<file path="config.mk">
export PLATFORM = sky130hd
export DESIGN_NAME = memory
export DESIGN_NICKNAME = d
export VERILOG_FILES = /design/src/rtl/pipes_pkg.sv /design/src/rtl/memory_bus_fsm.sv /design/src/rtl/memory.sv
export SDC_FILE = /design/constraint.sdc
export NUM_CORES = 1
export LEC_CHECK = 0
export CORE_MARGIN = 5
export CORE_UTILIZATION = 42
export DETAILED_ROUTE_END_ITERATION = 10
export GPL_TIMING_DRIVEN = 0
export PLACE_DENSITY = 0.77
export SETUP_SLACK_MARGIN = 0.2
export SYNTH_ARGS = -nofsm -noshare
export SYNTH_HDL_FRONTEND = slang
export SYNTH_SLANG_ARGS = --single-unit
</file>
<file path="constraint.sdc">
create_clock -name clk -period 1.5 [get_ports clk]
set_input_delay 0.15 -clock clk [delete_from_list [all_inputs] [get_ports clk]]
set_output_delay 0.15 -clock clk [all_outputs]
set_load 0.02 [all_outputs]
</file>
<file path="src/rtl/pipes_pkg.sv">
// rtl/pipes_pkg.sv - shared pipeline types for the execute/memory/writeback stages
package pipes;

    localparam logic [5:0] F6_LW = 6'b100011;
    localparam logic [5:0] F6_SW = 6'b101011;

    typedef struct packed {
        logic        reg_write;
        logic        reg_dst;
        logic        mem_to_reg;
        logic        mem_write;
        logic [31:0] alu_result;
        logic [4:0]  rt;
        logic [4:0]  rd;
        logic [31:0] pc;
        logic [31:0] instruction;
    } execute_data_t;

    typedef struct packed {
        logic        reg_write;
        logic [4:0]  wa;
        logic [31:0] wd;
        logic [31:0] pc;
        logic [31:0] instruction;
    } memory_data_t;

    typedef enum logic [1:0] {IDLE, REQ, WAIT, DONE} mem_state_t;

    // Stores and misaligned accesses never write back; neither does anything targeting r0.
    function automatic memory_data_t make_mem_data(execute_data_t ex, logic [31:0] load_data,
                                                   logic misaligned);
        memory_data_t md;
        md.wa          = ex.reg_dst ? ex.rd : ex.rt;
        md.wd          = (ex.mem_to_reg && !misaligned) ? load_data : ex.alu_result;
        md.reg_write   = ex.reg_write && !ex.mem_write && !misaligned && (md.wa != 5'd0);
        md.pc          = ex.pc;
        md.instruction = ex.instruction;
        return md;
    endfunction

endpackage

</file>
<file path="src/rtl/memory_bus_fsm.sv">
// rtl/memory_bus_fsm.sv - data-bus request/response sequencer for the MEM stage
module mem_bus_fsm
    import pipes::*;
(
    input  logic clk,
    input  logic resetn,
    input  logic i_start,
    input  logic i_addr_ok,
    input  logic i_data_ok,
    output logic o_idle,
    output logic o_dreq_valid,
    output logic o_fin
);

    mem_state_t r_state;
    mem_state_t w_next;

    always_ff @(posedge clk or negedge resetn) begin
        if (!resetn) r_state <= IDLE;
        else         r_state <= w_next;
    end

    // data_ok alone in REQ is taken as an accepted-and-completed request.
    always_comb begin
        w_next = r_state;
        case (r_state)
            IDLE: if (i_start) w_next = REQ;
            REQ: begin
                if (i_data_ok)      w_next = DONE;
                else if (i_addr_ok) w_next = WAIT;
            end
            WAIT: if (i_data_ok) w_next = DONE;
            DONE: w_next = IDLE;
            default: w_next = IDLE;
        endcase
    end

    always_comb begin
        o_idle       = (r_state == IDLE);
        o_dreq_valid = (r_state == REQ);
        o_fin        = ((r_state == REQ) || (r_state == WAIT)) && i_data_ok;
    end

endmodule

</file>
<file path="src/rtl/memory.sv">
// rtl/memory.sv - MIPS MEM stage: LW/SW over a request/response data bus, pass-through otherwise
module memory
    import pipes::*;
#(
    parameter int ADDR_W = 32,
    parameter int DATA_W = 32
) (
    input  logic                clk,
    input  logic                resetn,
    input  logic                in_valid,
    input  execute_data_t       execute_data,
    input  logic [DATA_W-1:0]   store_data,
    output logic                in_ready,
    output logic                stall,
    output logic                dreq_valid,
    output logic                dreq_write,
    output logic [ADDR_W-1:0]   dreq_addr,
    output logic [DATA_W-1:0]   dreq_wdata,
    output logic [3:0]          dreq_strobe,
    input  logic                dresp_addr_ok,
    input  logic                dresp_data_ok,
    input  logic [DATA_W-1:0]   dresp_data,
    output memory_data_t        memory_data,
    output logic                out_valid,
    output logic                misalign
);

    logic          w_idle;
    logic          w_fin;
    logic          w_accept;
    logic          w_is_mem;
    logic          w_misaligned;
    logic          w_start;
    logic          w_retire_now;
    execute_data_t r_ex;
    logic [DATA_W-1:0] r_store;
    memory_data_t  r_out;
    logic          r_out_valid;
    logic          r_misalign;

    assign w_accept     = in_valid & w_idle;
    assign w_is_mem     = execute_data.mem_to_reg | execute_data.mem_write;
    assign w_misaligned = w_is_mem & (execute_data.alu_result[1:0] != 2'b00);
    assign w_start      = w_accept & w_is_mem & ~w_misaligned;
    assign w_retire_now = w_accept & ~w_start;

    mem_bus_fsm u_fsm (
        .clk          (clk),
        .resetn       (resetn),
        .i_start      (w_start),
        .i_addr_ok    (dresp_addr_ok),
        .i_data_ok    (dresp_data_ok),
        .o_idle       (w_idle),
        .o_dreq_valid (dreq_valid),
        .o_fin        (w_fin)
    );

    always_ff @(posedge clk or negedge resetn) begin
        if (!resetn) begin
            r_ex    <= '0;
            r_store <= '0;
        end else if (w_accept) begin
            r_ex    <= execute_data;
            r_store <= store_data;
        end
    end

    // Bus completions load straight from dresp_data, so out_valid rises the cycle after data_ok.
    always_ff @(posedge clk or negedge resetn) begin
        if (!resetn) begin
            r_out       <= '0;
            r_out_valid <= 1'b0;
            r_misalign  <= 1'b0;
        end else begin
            r_out_valid <= w_retire_now | w_fin;
            r_misalign  <= w_accept & w_misaligned;
            if (w_fin)
                r_out <= make_mem_data(r_ex, dresp_data, 1'b0);
            else if (w_retire_now)
                r_out <= make_mem_data(execute_data, '0, w_misaligned);
        end
    end

    assign in_ready    = w_idle;
    assign stall       = ~w_idle;
    assign dreq_write  = r_ex.mem_write;
    assign dreq_addr   = {r_ex.alu_result[ADDR_W-1:2], 2'b00};
    assign dreq_wdata  = r_store;
    assign dreq_strobe = {4{r_ex.mem_write}};
    assign memory_data = r_out;
    assign out_valid   = r_out_valid;
    assign misalign    = r_misalign;

endmodule

</file>
==> run_results.csv <==
group,metric,value,unit
clocking,clock_path_buffers,3,
finish,num-fill-cells,1688,
clocking,clock_tree.root_cell,"sky130_fd_sc_hd__clkbuf_16",
finish,syn2layout_area_growth,74.9,%
logic_synthesis,synth-main-ff-cell,"sky130_fd_sc_hd__dfrtp_1",
place,post_place_setup_slack,-0.622,ns
logic_synthesis,post_synth.cell_area_avg,9.47,µm²
logic_synthesis,yosysSeqAreaShare,56.0,%
logic_synthesis,synth-edff-count,0,
logic_synthesis,yosysMostFrequentCell,"sky130_fd_sc_hd__nand2_1",
logic_synthesis,synth_warnings,0,
route,top_layer_used,"met5",
clocking,cts_tree,"built",
route,wl_met3,3910,µm
route,detailedRoute.firstIterationViolations,637,
die,floorplan.initialDensity,42.6,%
die,io-pin-count,355,
finish,nets,1859,
finish,multi_input_area,5710,µm²
sta,finalSetupViolations,252,
sta,final_min_period_over_clock_period,117,%
die,number_of_core_rows,59,
clocking,clk-insertion-delay-late,0.53,ns
logic_synthesis,syn_inst,1170,
clocking,cts-buffers-inserted,26,
route,total_wirelength,44700,µm
finish,instances_no_fill,2030,
run_status,outcome,"complete, but fails checks",
logic_synthesis,synth_cell_type_count,40,
place,placedCellCount,1859,
finish,layout.cell_area.non_filler,19400,µm²
sta,finalHoldViolations,0,
power_and_ir_drop,power.sequential.fraction,27.4,%
power_and_ir_drop,p_switching,18.1,mW
sta,setup_tns,-28.59,ns
global_routing,overall_fraction_of_global_route_tracks_in_use,26.9,%
place,port_buffers,351,
critical_path,slowest_stage,"sky130_fd_sc_hd__dfrtp_1",
global_routing,globalRouteOverflowTotal,0,
clocking,cts.sinks,248,
die,die_h,172,µm
route,detail-route-antenna-nets,0,
sta,fmax,568,MHz
route,wire_per_inst,22.0,µm
logic_synthesis,synth-seq-cells,248,
sta,final_layout_worst_hold_slack,0.0703,ns
critical_path,cp.required,1.95,ns
critical_path,critPathKind,"reg2reg",
critical_path,worst_path_largest_cell_delay,0.38,ns
critical_path,critPathLaunchType,"flip-flop",
power_and_ir_drop,power_frac_comb,58.0,%
die,chipWidth,172,µm
finish,final-seq-area,6210,µm²
global_routing,grt_first_pass_wirelength,62900,µm
power_and_ir_drop,cellLeakagePower,9.89,nW
sta,timing.max_slew.rel_slack,56.7,%
critical_path,critPathMaxFanout,6,
clocking,cts.reportedPaths.clkPinSlew,0.07,ns
sta,clock-skew-final,0.0205,ns
route,detail_route.first_pass.iterations,5,
critical_path,crit_arrival,2.21,ns
finish,antenna_cells_inserted,0,
route,met1Wirelength,16800,µm
sta,slew_viol_final,0,
place,gp_congestion,0.892,
sta,slew_at_the_pin_closest_to_its_max_slew_limit,0.647,ns
critical_path,setup.worst_path.end_class,"flip-flop",
logic_synthesis,synth_top_area_share,56.0,%
logic_synthesis,yosysTopAreaCell,"sky130_fd_sc_hd__dfrtp_1",
critical_path,critical_path.cell_chain,"inv_2, ha_4, buf_6, nand2_8, o311ai_4, clkbuf_8, o21ai_0, a2bb2oi_1",
run_status,violated_checks,"setup timing",
power_and_ir_drop,power,44.5,mW
logic_synthesis,synth.cell_area,11100,µm²
route,detail_route.vias_per_cell,5.39,
global_routing,initial_antenna_violation_count,2,
route,via_count,10950,
sta,final_period_minus_worst_setup_slack,1.76,ns
power_and_ir_drop,clockPowerShare,14.6,%
place,dpl-instance-area,15200,µm²
power_and_ir_drop,vdd_drop_max,1830,µV
finish,post_route_cells_drive_above_1_share,48.2,%
logic_synthesis,post_synth_main_area_contributors,"sky130_fd_sc_hd__dfrtp_1 (56%), sky130_fd_sc_hd__nand2_1 (18%), sky130_fd_sc_hd__mux2i_1 (6.4%)",
finish,final_util,74.6,%
logic_synthesis,async_flop_share,100,%
clocking,ctsHtreeMaxLevel,1,
power_and_ir_drop,power.internal,26.4,mW
run,drv.max_cap_violation_count,0,
route,drt_drc_violations_left,0,
die,die_area,29700,µm²
place,post-dp-hpwl,25300,µm
power_and_ir_drop,netSwitchingFraction,40.7,%
global_routing,first_global_vias,11184,
worst_hold_path,min-delay-path-class,"in2reg",
die,coreArea,26000,µm²
logic_synthesis,ys_top_cells_by_count,"sky130_fd_sc_hd__nand2_1 (528), sky130_fd_sc_hd__dfrtp_1 (248), sky130_fd_sc_hd__o21ai_1 (72)",
route,met2_wirelength,22200,µm
sta,fin_ws,-0.259,ns
sta,grt_setup_unrepaired,"true",
global_routing,maximum_number_of_pins_on_one_net_before_global_route_repair,104,
power_and_ir_drop,power_per_cell_area,2290,nW/µm²
-- path summary, 6_finish.rpt --
path                                   startpoint               end  slack [ns]  cells after the start
worst max-delay path             u_fsm.r_state[0]   memory_data[68]       -0.26                      8
worst min-delay path            execute_data[108]         r_ex[108]        0.07                      3
worst max register to register   u_fsm.r_state[0]   memory_data[68]       -0.26                      8
worst min register to register      dreq_wdata[7]     dreq_wdata[7]        0.47                      2
max in group asynchronous                  resetn  memory_data[100]        0.46                      3
min in group asynchronous                  resetn     dreq_addr[10]        0.12                      2
-- power by group through the flow --
stage	sequential (mW)	combinational [mW]	clock, mW
floorplan	13.7	8.59	0
global placement	11.9	17.8	0
detailed placement	12.0	18.1	0
CTS	11.9	22.3	6.56
global route	12.5	27.2	6.87
finish	12.2	25.8	6.50
-- timing repair --
action / in CTS / in global routing
endpoints found under the hold margin: 84 / 0
hold buffers: 1 / 0
cloned: 34 / 4
endpoints found under the setup margin: 422 / 290
pin swaps: 185 / 98
buffers inserted: 64 / 21
resized for setup: 1203 / 292
-- area by class of cell --
| class | count | area share (%) |
|---|---|---|
| Timing Repair Buffer | 477 | 24.5 |
| Buffer | 109 | 7.33 |
| Tap cell | 335 | 2.16 |
| Inverter | 4 | 0.0775 |
| Sequential cell | 248 | 32.0 |
| Multi-Input combinational cell | 810 | 29.4 |
| Clock inverter | 6 | 0.284 |
| Clock buffer | 41 | 4.12 |
-- registers in the layout (all words and copies together) (netlist names) --
register and flops:
memory_data 102, r_ex 79, dreq_wdata 32, dreq_addr 30, u_fsm.r_state 2, dreq_write 1, misalign 1, out_valid 1
-- cells by family (layout without fill, tap and decap cells) --
group           after synthesis  after routing  share of synthesized area [%]
compound gates              145            145                           7.93
fa+ha+maj                     4              4                          0.452
buf+inv                     113            637                           6.07
flops                       248            248                           56.0
mux                         111            111                           10.5
other cells                   1              2                         0.0339
simple gates                548            548                           19.0
-- placed cells by master, fill, tap and decap left out, types with 3 or more instances in the layout --
master / count
sky130_fd_sc_hd__clkbuf_4: 3
sky130_fd_sc_hd__nand2_1: 283
sky130_fd_sc_hd__buf_4: 61
sky130_fd_sc_hd__mux2i_2: 8
sky130_fd_sc_hd__nand2_8: 3
sky130_fd_sc_hd__a2bb2oi_2: 28
sky130_fd_sc_hd__clkbuf_16: 40
sky130_fd_sc_hd__nor4_1: 3
sky130_fd_sc_hd__buf_8: 18
sky130_fd_sc_hd__a21oi_1: 3
sky130_fd_sc_hd__o21ai_0: 7
sky130_fd_sc_hd__buf_12: 33
sky130_fd_sc_hd__inv_2: 3
sky130_fd_sc_hd__and2_4: 3
sky130_fd_sc_hd__clkinv_2: 5
sky130_fd_sc_hd__dfrtp_1: 246
sky130_fd_sc_hd__clkbuf_1: 9
sky130_fd_sc_hd__clkdlybuf4s50_1: 176
sky130_fd_sc_hd__nand2_4: 87
sky130_fd_sc_hd__buf_2: 138
sky130_fd_sc_hd__clkbuf_8: 14
sky130_fd_sc_hd__o21ai_2: 27
sky130_fd_sc_hd__clkbuf_2: 10
sky130_fd_sc_hd__nand2_2: 156
sky130_fd_sc_hd__mux2i_1: 61
sky130_fd_sc_hd__mux2_2: 40
sky130_fd_sc_hd__buf_6: 98
sky130_fd_sc_hd__buf_16: 26
sky130_fd_sc_hd__o21ai_1: 66
-- worst max-delay path, delay by kind of cell (launching register included) --
family / cells / cell delay [ns]
AOI/OAI and AO/OA: 3 / 0.50
adders and majority gates: 1 / 0.28
buffers and inverters: 3 / 0.46
DFF: 1 / 0.38
and+or+nand+nor: 1 / 0.07
-- layer usage --
layer,vias to the layer above,track usage [%]
met5,-,0
met4,4,9.74
met3,130,6.88
met2,537,45.7
met1,5452,33.4
li1,4827,-
No activity file was read; power rests on OpenSTA's default activity.
